===== config.mk =====
export PLATFORM = sky130hd
export DESIGN_NAME = instruction_fetch_unit_flat
export DESIGN_NICKNAME = d
export VERILOG_FILES = /design/src/rtl/instruction_fetch_unit_pkg.sv /design/src/rtl/instruction_fetch_unit_if.sv /design/src/rtl/instruction_fetch_unit.sv /design/src/flat_wrapper.sv
export SDC_FILE = /design/constraint.sdc
export NUM_CORES = 1
export LEC_CHECK = 0
export BUFFER_PORTS_ARGS = -buffer_cell sky130_fd_sc_hd__buf_2
export CAP_MARGIN = 5
export CORE_ASPECT_RATIO = 0.75
export CORE_MARGIN = 2
export CORE_UTILIZATION = 41
export CTS_BUF_LIST = sky130_fd_sc_hd__clkbuf_8
export CTS_CLUSTER_DIAMETER = 150
export DETAILED_ROUTE_END_ITERATION = 12
export PLACE_DENSITY = 0.68
export SLEW_MARGIN = 5
export SYNTH_ARGS = -nofsm -noshare
export SYNTH_HDL_FRONTEND = slang
export SYNTH_SLANG_ARGS = --single-unit
export TNS_END_PERCENT = 1

===== constraint.sdc =====
create_clock -name clock -period 2.6 [get_ports clock]
set_input_delay 0.26 -clock clock [delete_from_list [all_inputs] [get_ports clock]]
set_output_delay 0.26 -clock clock [all_outputs]
set_load 0.02 [all_outputs]

===== src/rtl/instruction_fetch_unit_pkg.sv =====
// Shared CPU definitions for the 16-bit MIPS front end: widths, fetch defaults
// and the fetch state encoding.
package instruction_fetch_unit_pkg;

  localparam int unsigned INSTR_W = 16;

  typedef logic [INSTR_W-1:0] word_t;

  localparam word_t RESET_PC_DEF  = 16'h0000;
  localparam word_t HALT_WORD_DEF = 16'hFFFF;
  localparam word_t PC_STEP_DEF   = 16'd2;

  typedef enum logic [0:0] {
    ST_FETCH  = 1'b0,
    ST_HALTED = 1'b1
  } fetch_state_e;

  function automatic word_t sat_inc(word_t v);
    return (v == '1) ? v : v + 16'd1;
  endfunction

endpackage


===== src/rtl/instruction_fetch_unit_if.sv =====
// Instruction-memory request/ready bus between the fetch unit (master) and
// the instruction memory (slave).
interface instruction_fetch_unit_if;
  import instruction_fetch_unit_pkg::*;

  logic  imem_req;
  word_t imem_addr;
  word_t imem_rdata;
  logic  imem_ready;

  modport master (output imem_req, imem_addr, input imem_rdata, imem_ready);
  modport slave  (input imem_req, imem_addr, output imem_rdata, imem_ready);
endinterface


===== src/rtl/instruction_fetch_unit.sv =====
// Fetch stage: owns the PC, fetches 16-bit words over the imem bus and hands
// them to decode with a one-cycle valid strobe until the halt word arrives.
module instruction_fetch_unit
  import instruction_fetch_unit_pkg::*;
#(
  parameter word_t RESET_PC  = RESET_PC_DEF,
  parameter word_t HALT_WORD = HALT_WORD_DEF,
  parameter word_t PC_STEP   = PC_STEP_DEF
) (
  input  logic                      clock,
  input  logic                      reset_n,
  input  logic                      stall,
  input  logic                      branch_taken,
  input  word_t                     branch_target,
  instruction_fetch_unit_if.master  imem,
  output word_t                     PC,
  output word_t                     IR,
  output logic                      ir_valid,
  output logic                      halted,
  output word_t                     instr_count
);

  fetch_state_e state;
  word_t        fetch_pc;
  logic         started;
  logic         accept;

  // started keeps the request low for the first cycle out of reset
  assign imem.imem_addr = fetch_pc;
  assign imem.imem_req  = started && (state == ST_FETCH) && !stall && !branch_taken;
  assign accept         = imem.imem_req && imem.imem_ready;
  assign halted         = (state == ST_HALTED);

  always_ff @(posedge clock or negedge reset_n) begin
    if (!reset_n) begin
      state       <= ST_FETCH;
      fetch_pc    <= RESET_PC;
      started     <= 1'b0;
      PC          <= '0;
      IR          <= '0;
      ir_valid    <= 1'b0;
      instr_count <= '0;
    end else begin
      started  <= 1'b1;
      ir_valid <= accept;
      if (state == ST_FETCH) begin
        if (branch_taken) begin
          fetch_pc <= {branch_target[15:1], 1'b0};
        end else if (accept) begin
          IR          <= imem.imem_rdata;
          PC          <= fetch_pc;
          instr_count <= sat_inc(instr_count);
          // the halt word is delivered but fetch_pc stays on it
          if (imem.imem_rdata == HALT_WORD) state    <= ST_HALTED;
          else                              fetch_pc <= fetch_pc + PC_STEP;
        end
      end
    end
  end

endmodule

===== src/flat_wrapper.sv =====
// flat-port wrapper written by rule: the top's interface ports become plain ports
module instruction_fetch_unit_flat import instruction_fetch_unit_pkg::*;
#(
  parameter word_t RESET_PC  = RESET_PC_DEF,
  parameter word_t HALT_WORD = HALT_WORD_DEF,
  parameter word_t PC_STEP   = PC_STEP_DEF
)
  (clock, reset_n, stall, branch_taken, branch_target, PC, IR, ir_valid, halted, instr_count, imem_imem_req, imem_imem_addr, imem_imem_rdata, imem_imem_ready);
  instruction_fetch_unit_if imem_i ();
  input  logic clock;
  input  logic reset_n;
  input  logic stall;
  input  logic branch_taken;
  input  word_t branch_target;
  output word_t PC;
  output word_t IR;
  output logic ir_valid;
  output logic halted;
  output word_t instr_count;
  output wire logic [$bits(imem_i.imem_req)-1:0] imem_imem_req;
  output wire logic [$bits(imem_i.imem_addr)-1:0] imem_imem_addr;
  input wire logic [$bits(imem_i.imem_rdata)-1:0] imem_imem_rdata;
  input wire logic [$bits(imem_i.imem_ready)-1:0] imem_imem_ready;
  assign imem_imem_req = imem_i.imem_req;
  assign imem_imem_addr = imem_i.imem_addr;
  assign imem_i.imem_rdata = imem_imem_rdata;
  assign imem_i.imem_ready = imem_imem_ready;
  instruction_fetch_unit #(.RESET_PC(RESET_PC), .HALT_WORD(HALT_WORD), .PC_STEP(PC_STEP)) u_core (.clock(clock), .reset_n(reset_n), .stall(stall), .branch_taken(branch_taken), .branch_target(branch_target), .imem(imem_i), .PC(PC), .IR(IR), .ir_valid(ir_valid), .halted(halted), .instr_count(instr_count));
endmodule

==> results.txt, run 1 <==
- Number of primary I/O pins: 104
- Slew HR: 52.4%
- Remaining DRCs: 0
- Startpoint of the lowest-slack hold path: branch_target[5]
- Nets: 405
- Clock skew on the completed layout was measured at 0.0103 ns.
- Measured along the y axis, the die boundary spans 77.8 um.
* Most heavily used metal layer in global routing: met2
- Reg-to-reg setup timing slack: 0.31 ns
- Counting every sink on the clock net gives 65.
* RSZ-0062 raised after global routing: no
- Of the synthesized area, sequential elements account for 54.6%.
- Critical path endpoint category: flop
- Worst EP arrival: 2.52 ns
- The tool flagged a number of max-cap violations equal to 0.
- Among all flip-flop cells after synthesis, the most frequent one is sky130_fd_sc_hd__dfrtp_1.
- Residual overflow from global routing: 0
- Length in cells of the worst reg-to-reg path: 5
- The floorplan step set the die width to 102 um.
- Worst Path Max Fanout: 13
- Yosys printed 0 warnings.
* Clock latency on the worst-skew pair: 0.34 ns
- The worst hold path was traced through 3 stages.
- Prior to clock tree synthesis, the placed netlist has a worst setup slack of 0.342 ns.
- Run status: complete, no violations
- Placeable core region: 6930 um2
- Min-Delay Endpoint: u_core.imem.imem_addr[5]
- Reg2reg end: u_core.instr_count[1]
- Derived from the worst setup path, the maximum achievable clock frequency is 437 MHz.
- Count of antenna-violating nets left after detailed routing: 0
* Antenna violations before repair: 0
* Met2 Track Usage GR: 27.4%
- At the pin with the least slew margin, the transition time is 0.711 ns.
- Final HPWL from detailed placement: 5300 um
- Counting flops and latches in the post-synthesis netlist gives 65.
- Die ar.: 7960 um2
- The via count of the first global-routing pass came to 2319.
* Routed WL: 7190 um
- Clock tree synthesis selected as its root buffer the cell sky130_fd_sc_hd__clkbuf_8.
- Across all setup checks in the final design, the least slack found is 0.312 ns.
- The congestion estimate from routability-driven global placement came to 0.836.
- In this run the critical register-to-register path is launched from u_core.halted.
- Min cycle time layout: 2.29 ns
* Worst-path cell with the longest stage delay: sky130_fd_sc_hd__dfrtp_1
- TritonCTS built the clock tree.
* Number of placed instances, taps included: 452
- IR analysis of the VDD net gives a maximum drop of 352 uV.
* Final std cells w/o fill: 469
- After layout, the worst path uses 88.0% of the clock period.
* Post-synth cell types: 44
- The number of antenna diodes in the final layout is 0.
- Share of cells above drive strength 1: 42.6%
- In the synthesized netlist the async set-or-reset flop fraction comes to 100%.
* Wire length of the first global-routing pass: 11400 um
- The worst hold path belongs to the class input port to flop.
- Power Dens Cells: 561 nW/um2
- Slowest Stage Delay on Critical Path: 0.52 ns
- Overall routing resource usage: 18.8%
* Total negative slack for setup checks: 0 ns
- Row count: 26
- STA classifies the critical path startpoint as a flop.
- For this design the static power due to leakage is 2.04 nW.
- Netlist area before placement: 2980 um2
- Total design power: 2.15 mW
- Data required time at the worst endpoint: 2.83 ns
- Clock-pin slew of the registers on the worst-case setup and hold paths: 0.08 ns
- Per-cell via count in the routed design: 5.23
- Buffers placed on the I/O ports in this run total 100.
- Post-Synthesis Cells: 261
- The routed layout has 2451 vias.
* Largest net degree at the start of global routing: 38
- Dividing the detail-routed wire length by the instance count gives 15.3 um.
- The area growth from synthesis to layout is 28.8%.
- Global routing used 6.58% of the available met3 tracks.
- Critical Path, Cell by Cell: nor4b_4 > nand2_2 > buf_4 > nor2_1 > mux2_2
* Pins over their slew limit: 0
- The final hold violation count is 0.
- Counting flops with a built-in enable in the synthesized netlist gives 0.
- The critical path starts at u_core.halted.
- The first TritonRoute pass finished after 4 iterations.
- Final Setup Violations: 0
* Mean area per synthesized cell: 11.4 um2
* TritonCTS buffer count: 9
* Crit Path Class: flop to flop
- Initial drt markers: 131
- Initial cell density of the core: 43.0%
* Met1 Use GR: 26.3%
- Maximum buffer depth of the clock tree: 2
- Total number of H-tree levels: 3
-- cell usage after synthesis (5+ instances only) --
| cell type | number | share of area, % |
|---|---|---|
| sky130_fd_sc_hd__dfrtp_1 | 65 | 55 |
| sky130_fd_sc_hd__mux2_2 | 30 | 11 |
| sky130_fd_sc_hd__nand2_1 | 18 | 2.3 |
| sky130_fd_sc_hd__nor2_1 | 17 | 2.1 |
| sky130_fd_sc_hd__nand4_1 | 13 | 2.7 |
| sky130_fd_sc_hd__nand3_1 | 11 | 1.8 |
| sky130_fd_sc_hd__o21ai_0 | 10 | 1.7 |
| sky130_fd_sc_hd__xnor2_1 | 10 | 2.9 |
| sky130_fd_sc_hd__a21oi_1 | 7 | 1.2 |
| sky130_fd_sc_hd__and3_1 | 7 | 1.5 |
| sky130_fd_sc_hd__xor2_1 | 7 | 2.1 |
| sky130_fd_sc_hd__a211oi_1 | 5 | 1.3 |
| sky130_fd_sc_hd__inv_1 | 5 | 0.63 |
| sky130_fd_sc_hd__nor4_1 | 5 | 1.1 |
-- cell type report --
class                           instances  area, um2
Clock buffer                            9        124
Timing Repair Buffer                  105        553
Multi-Input combinational cell        179       1270
Clock inverter                          7        119
Fill cell                             605       3090
Inverter                                6       22.5
Sequential cell                        65       1630
Tap cell                               98        123
-- through the flow --
stage / area (um2) / hold WS [ns] / utilization [%]
floorplan: 2980 / -0.0356 / -
global placement: 3580 / 0.329 / 51.7
detailed placement: 3580 / 0.334 / 51.7
CTS: 3830 / 0.118 / 55.3
global route: 3830 / 0.149 / 55.3
finish: 3830 / 0.136 / 55.3
-- logic make-up (layout without fill, tap and decap cells) --
group                    Yosys count  after routing  synth area share [%]
multiplexers                      31             31                  11.7
flip-flops                        65             65                  54.6
AND/OR/NAND/NOR                   89             89                  16.3
adder cells (fa/ha/maj)            2              2                 0.841
buffers and inverters             18            127                  3.11
other                              2              3                 0.252
XOR/XNOR                          17             17                  5.00
AO/OA/AOI/OAI                     37             37                  8.20
-- routing by layer --
| layer | wire [um] | share of wire, % |
|---|---|---|
| met5 | 0 | 0 |
| met4 | 64 | 0.89 |
| met3 | 582 | 8.1 |
| met2 | 3220 | 45 |
| met1 | 3330 | 46 |
-- worst max-delay path by stage --
stage | endpoint | cells past startpoint | slack, ns
4_1_cts | u_core.instr_count[1] | 5 | 0.33
3_3_place_gp | u_core.instr_count[1] | 5 | 0.38
3_5_place_dp | u_core.instr_count[15] | 5 | 0.34
5_1_grt | u_core.instr_count[1] | 5 | 0.19
2_1_floorplan | u_core.instr_count[15] | 8 | 0.33
6_report | u_core.instr_count[1] | 5 | 0.31
-- worst max-delay path: cells and delay by family, from the launching register on --
kind          cells  cell delay (ns)
simple gates      3             0.97
flops             1             0.52
mux               1             0.39
buf+inv           1             0.28
-- where the power goes --
| part | leakage (nW) | internal [mW] | switching [mW] |
|---|---|---|---|
| logic | 1.06 | 0.0355 | 0.0583 |
| clock network | 0.115 | 0.636 | 0.398 |
| registers | 0.866 | 1.02 | 0.00881 |
| total | 2.04 | 1.69 | 0.465 |
-- flip-flops by register name (all words and copies together), names as in the netlist --
| name | flops |
|---|---|
| u_core.IR | 16 |
| u_core.instr_count | 16 |
| u_core.PC | 15 |
| u_core.imem.imem_addr | 15 |
| u_core.halted | 1 |
| u_core.ir_valid | 1 |
| u_core.started | 1 |
-- what timing repair did --
action                                 CTS  global route
setup endpoints to repair                0             0
endpoints found under the hold margin   28             0
setup buffers                            0             0
resized for setup                        0             0
hold buffers                             1             0
-- cells in the final DEF, fill, tap and decap left out, types with 7 or more instances in the layout --
master / count
sky130_fd_sc_hd__a21oi_1: 7
sky130_fd_sc_hd__and3_1: 7
sky130_fd_sc_hd__buf_2: 100
sky130_fd_sc_hd__clkbuf_8: 9
sky130_fd_sc_hd__dfrtp_1: 65
sky130_fd_sc_hd__mux2_2: 30
sky130_fd_sc_hd__nand2_1: 18
sky130_fd_sc_hd__nand3_1: 11
sky130_fd_sc_hd__nand4_1: 13
sky130_fd_sc_hd__nor2_1: 17
sky130_fd_sc_hd__o21ai_0: 10
sky130_fd_sc_hd__xnor2_1: 10
sky130_fd_sc_hd__xor2_1: 7
(Power assumes the default switching activity.)
==> run 2, diff against run 1 <==
--- a/config.mk
+++ b/config.mk
@@ -7,13 +7,13 @@
 export LEC_CHECK = 0
 export BUFFER_PORTS_ARGS = -buffer_cell sky130_fd_sc_hd__buf_2
 export CAP_MARGIN = 5
-export CORE_ASPECT_RATIO = 0.75
+export CORE_ASPECT_RATIO = 1.1
 export CORE_MARGIN = 2
 export CORE_UTILIZATION = 41
 export CTS_BUF_LIST = sky130_fd_sc_hd__clkbuf_8
 export CTS_CLUSTER_DIAMETER = 150
 export DETAILED_ROUTE_END_ITERATION = 12
-export PLACE_DENSITY = 0.68
+export PLACE_DENSITY = 0.7
 export SLEW_MARGIN = 5
 export SYNTH_ARGS = -nofsm -noshare
 export SYNTH_HDL_FRONTEND = slang
==> constraint.sdc (replaced) <==
create_clock -name clock -period 1.9 [get_ports clock]
set_input_delay 0.19 -clock clock [delete_from_list [all_inputs] [get_ports clock]]
set_output_delay 0.19 -clock clock [all_outputs]
set_load 0.02 [all_outputs]
==> run 2 against run 1 <==
Via count grew 3.0%. Worst hold slack lost 0.071 ns. First-iteration DRC count shrank 26%. Cell count grew 1.5%. Die area is essentially flat. Largest power group unchanged. Combinational power grew 40%. Design area grew 3.1%.
==> results.txt, run 2 (synthesized netlist as in run 1, its figures left out) <==
- On the final layout, the worst clock skew is 0.0114 ns.
* Per-cell via count in the routed design: 5.30
* Share of the clock period used by the worst path after layout: 94.5%
- Most common library cell in the layout ignoring fill and taps: sky130_fd_sc_hd__buf_2
- In this run the power spent charging and discharging nets is 0.617 mW.
* Pins over their slew limit: 0
- Top layer in use: met4
- Data required time at the worst endpoint: 2.16 ns
- Dividing total power by cell area gives a power density of 691 nW/um2.
- Peak VDD IR: 405 uV
* CTS tree: yes
- For the worst-skew pair, the clock arrives at the later sink with an insertion delay of 0.34 ns.
- Number of primary I/O pins: 104
* Largest net degree at the start of global routing: 66
- Run status: complete, no violations
- After floorplanning, the core was sized to cover 7010 um2.
- Length of routed wiring on met1: 3150 um
- For this configuration, the core starts out at a cell density of 42.5%.
* Crit Path Class: flop to flop
- The wire-length estimate of the detail-placed layout is 5240 um.
- The first detailed-routing pass ran for 4 iterations.
- The clock network burns 43.9% of the power.
- The detail route stage leaves a number of antenna-violating nets equal to 0.
* Critical Path Start Type: flop
* Nets: 426
* Top library cells by usage in the layout, fill and taps aside: sky130_fd_sc_hd__buf_2 (100), sky130_fd_sc_hd__dfrtp_1 (64), sky130_fd_sc_hd__mux2_2 (30)
* RSZ-0062 raised after global routing: no
* Area added between synthesis and finish: 32.8%
* Die ar.: 7960 um2
- For this block, the routed nets add up to 7150 um of wire.
- In the detailed route, the total length drawn on met3 is 541 um.
- The via count of the first global-routing pass came to 2484.
* Wire length per cell after detailed routing: 15.0 um
- Port bufs: 100
* Maximum operating frequency: 557 MHz
- Maximum buffer depth of the clock tree: 2
- Total design power: 2.73 mW
* Min cycle time layout: 1.80 ns
* Vias after detailed routing: 2524
- Critical path endpoint category: flop
* TritonCTS buffer count: 9
- Largest regs: u_core.IR x16, u_core.instr_count x16
- Share of cells above drive strength 1: 46.3%
- The repair_antennas step left the layout with diodes totalling 0.
- Filler cells: 648
- Worst EP arrival: 2.05 ns
* Initial drt markers: 97
- Final RePlAce weighted congestion: 0.835
- Wire length of the first global-routing pass: 11700 um
* Multi-input gate area: 1280 um2
- Clock tree synthesis found a total of 65 sinks.
* Count of maximum capacitance violations: 0
- Wire length on met2: 3400 um
* Final Setup Violations: 0
- Vert. Die Dim: 93.4 um
* Pleak: 2.13 nW
- Worst Path Max Fanout: 6
* Proportion of power drawn by combinational gates: 4.8%
* Clock-pin slew of the registers on the worst-case setup and hold paths: 0.07 ns
- Across the whole layout, storage elements account for 1630 um2.
* Hold/Removal Path Class: input port to flop
- Sequential share of power: 51.3%
- Global routing consumed, over all layers together, 18.6% of the routing resources.
- In this run the clock root is driven by a sky130_fd_sc_hd__clkbuf_8.
- Final-report hold violation count: 0
- The clock tree synthesis step divided the H-tree into 3 levels.
- Switching share of power: 22.6%
- After detailed routing, the number of remaining DRC violations is 0.
- Residual overflow from global routing: 0
- Antenna violations before repair: 0
* Fraction of the core area covered by cells at the end of the flow: 56.4%
- Width of the chip: 85.2 um
- Internal portion of total power: 2.11 mW
* Row count: 32
==> run 2: critical path, cell delays in order (launching register included) <==
cell and delay [ns]:
sky130_fd_sc_hd__dfrtp_1 0.45, sky130_fd_sc_hd__ha_1 0.23, sky130_fd_sc_hd__nand3_1 0.08, sky130_fd_sc_hd__nor4_1 0.06, sky130_fd_sc_hd__or4_4 0.55, sky130_fd_sc_hd__nor3_4 0.19
sky130_fd_sc_hd__xor2_1 0.16
==> run 2: final cells by class <==
type | count | area share (%)
sequential | 65 | 41.2
multi-input combinational | 179 | 32.4
timing repair buffer | 126 | 18.0
clock buffer | 11 | 3.83
tap | 85 | 2.69
clock inverter | 4 | 1.33
inverter | 6 | 0.570
==> run 2: metal layers <==
layer | vias to the layer above | GRT usage (%)
li1 | 1192 | -
met1 | 1231 | 24.8
met2 | 94 | 29.2
met3 | 7 | 4.41
met4 | 0 | 7.67
met5 | - | 0
==> run 2: stage by stage <==
stage	TNS (ns)	area, um2	setup WS, ns	instances	hold slack, ns
after floorplan	-5.60	2990	-0.286	262	-0.106
after global placement	0	3710	0.0911	458	0.234
after detailed placement	0	3710	0.0389	458	0.232
after CTS	0	3920	0.0385	474	0.0565
after global routing	0	3950	0.000418	476	0.0739
final	0	3950	0.105	476	0.0651
==> run 2: final timing paths <==
kind | start | to | slack (ns) | cells after the start
worst max-delay path | u_core.instr_count[1] | u_core.instr_count[15] | 0.10 | 6
worst min-delay path | branch_target[5] | u_core.imem.imem_addr[5] | 0.07 | 3
worst max register to register | u_core.instr_count[1] | u_core.instr_count[15] | 0.10 | 6
worst min register to register | u_core.PC[15] | u_core.PC[15] | 0.48 | 2
max in group asynchronous | reset_n | u_core.halted | 1.20 | 3
min in group asynchronous | reset_n | u_core.PC[13] | 0.40 | 3
==> run 2: power by group through the flow <==
stage                     Clock [mW]  Sequential [mW]  Combinational [mW]
after global routing            1.28             1.40               0.149
after floorplan                    0             1.44              0.0310
after CTS                       1.23             1.40               0.133
final                           1.20             1.40               0.131
after global placement             0             1.43               0.130
after detailed placement           0             1.43               0.131
==> run 2: repair_timing <==
item,4_1_cts,5_1_grt
endpoints found under the hold margin,65,0
endpoints found under the setup margin,0,14
buffers inserted,0,2
hold buffers,1,0
gates resized for setup,0,3
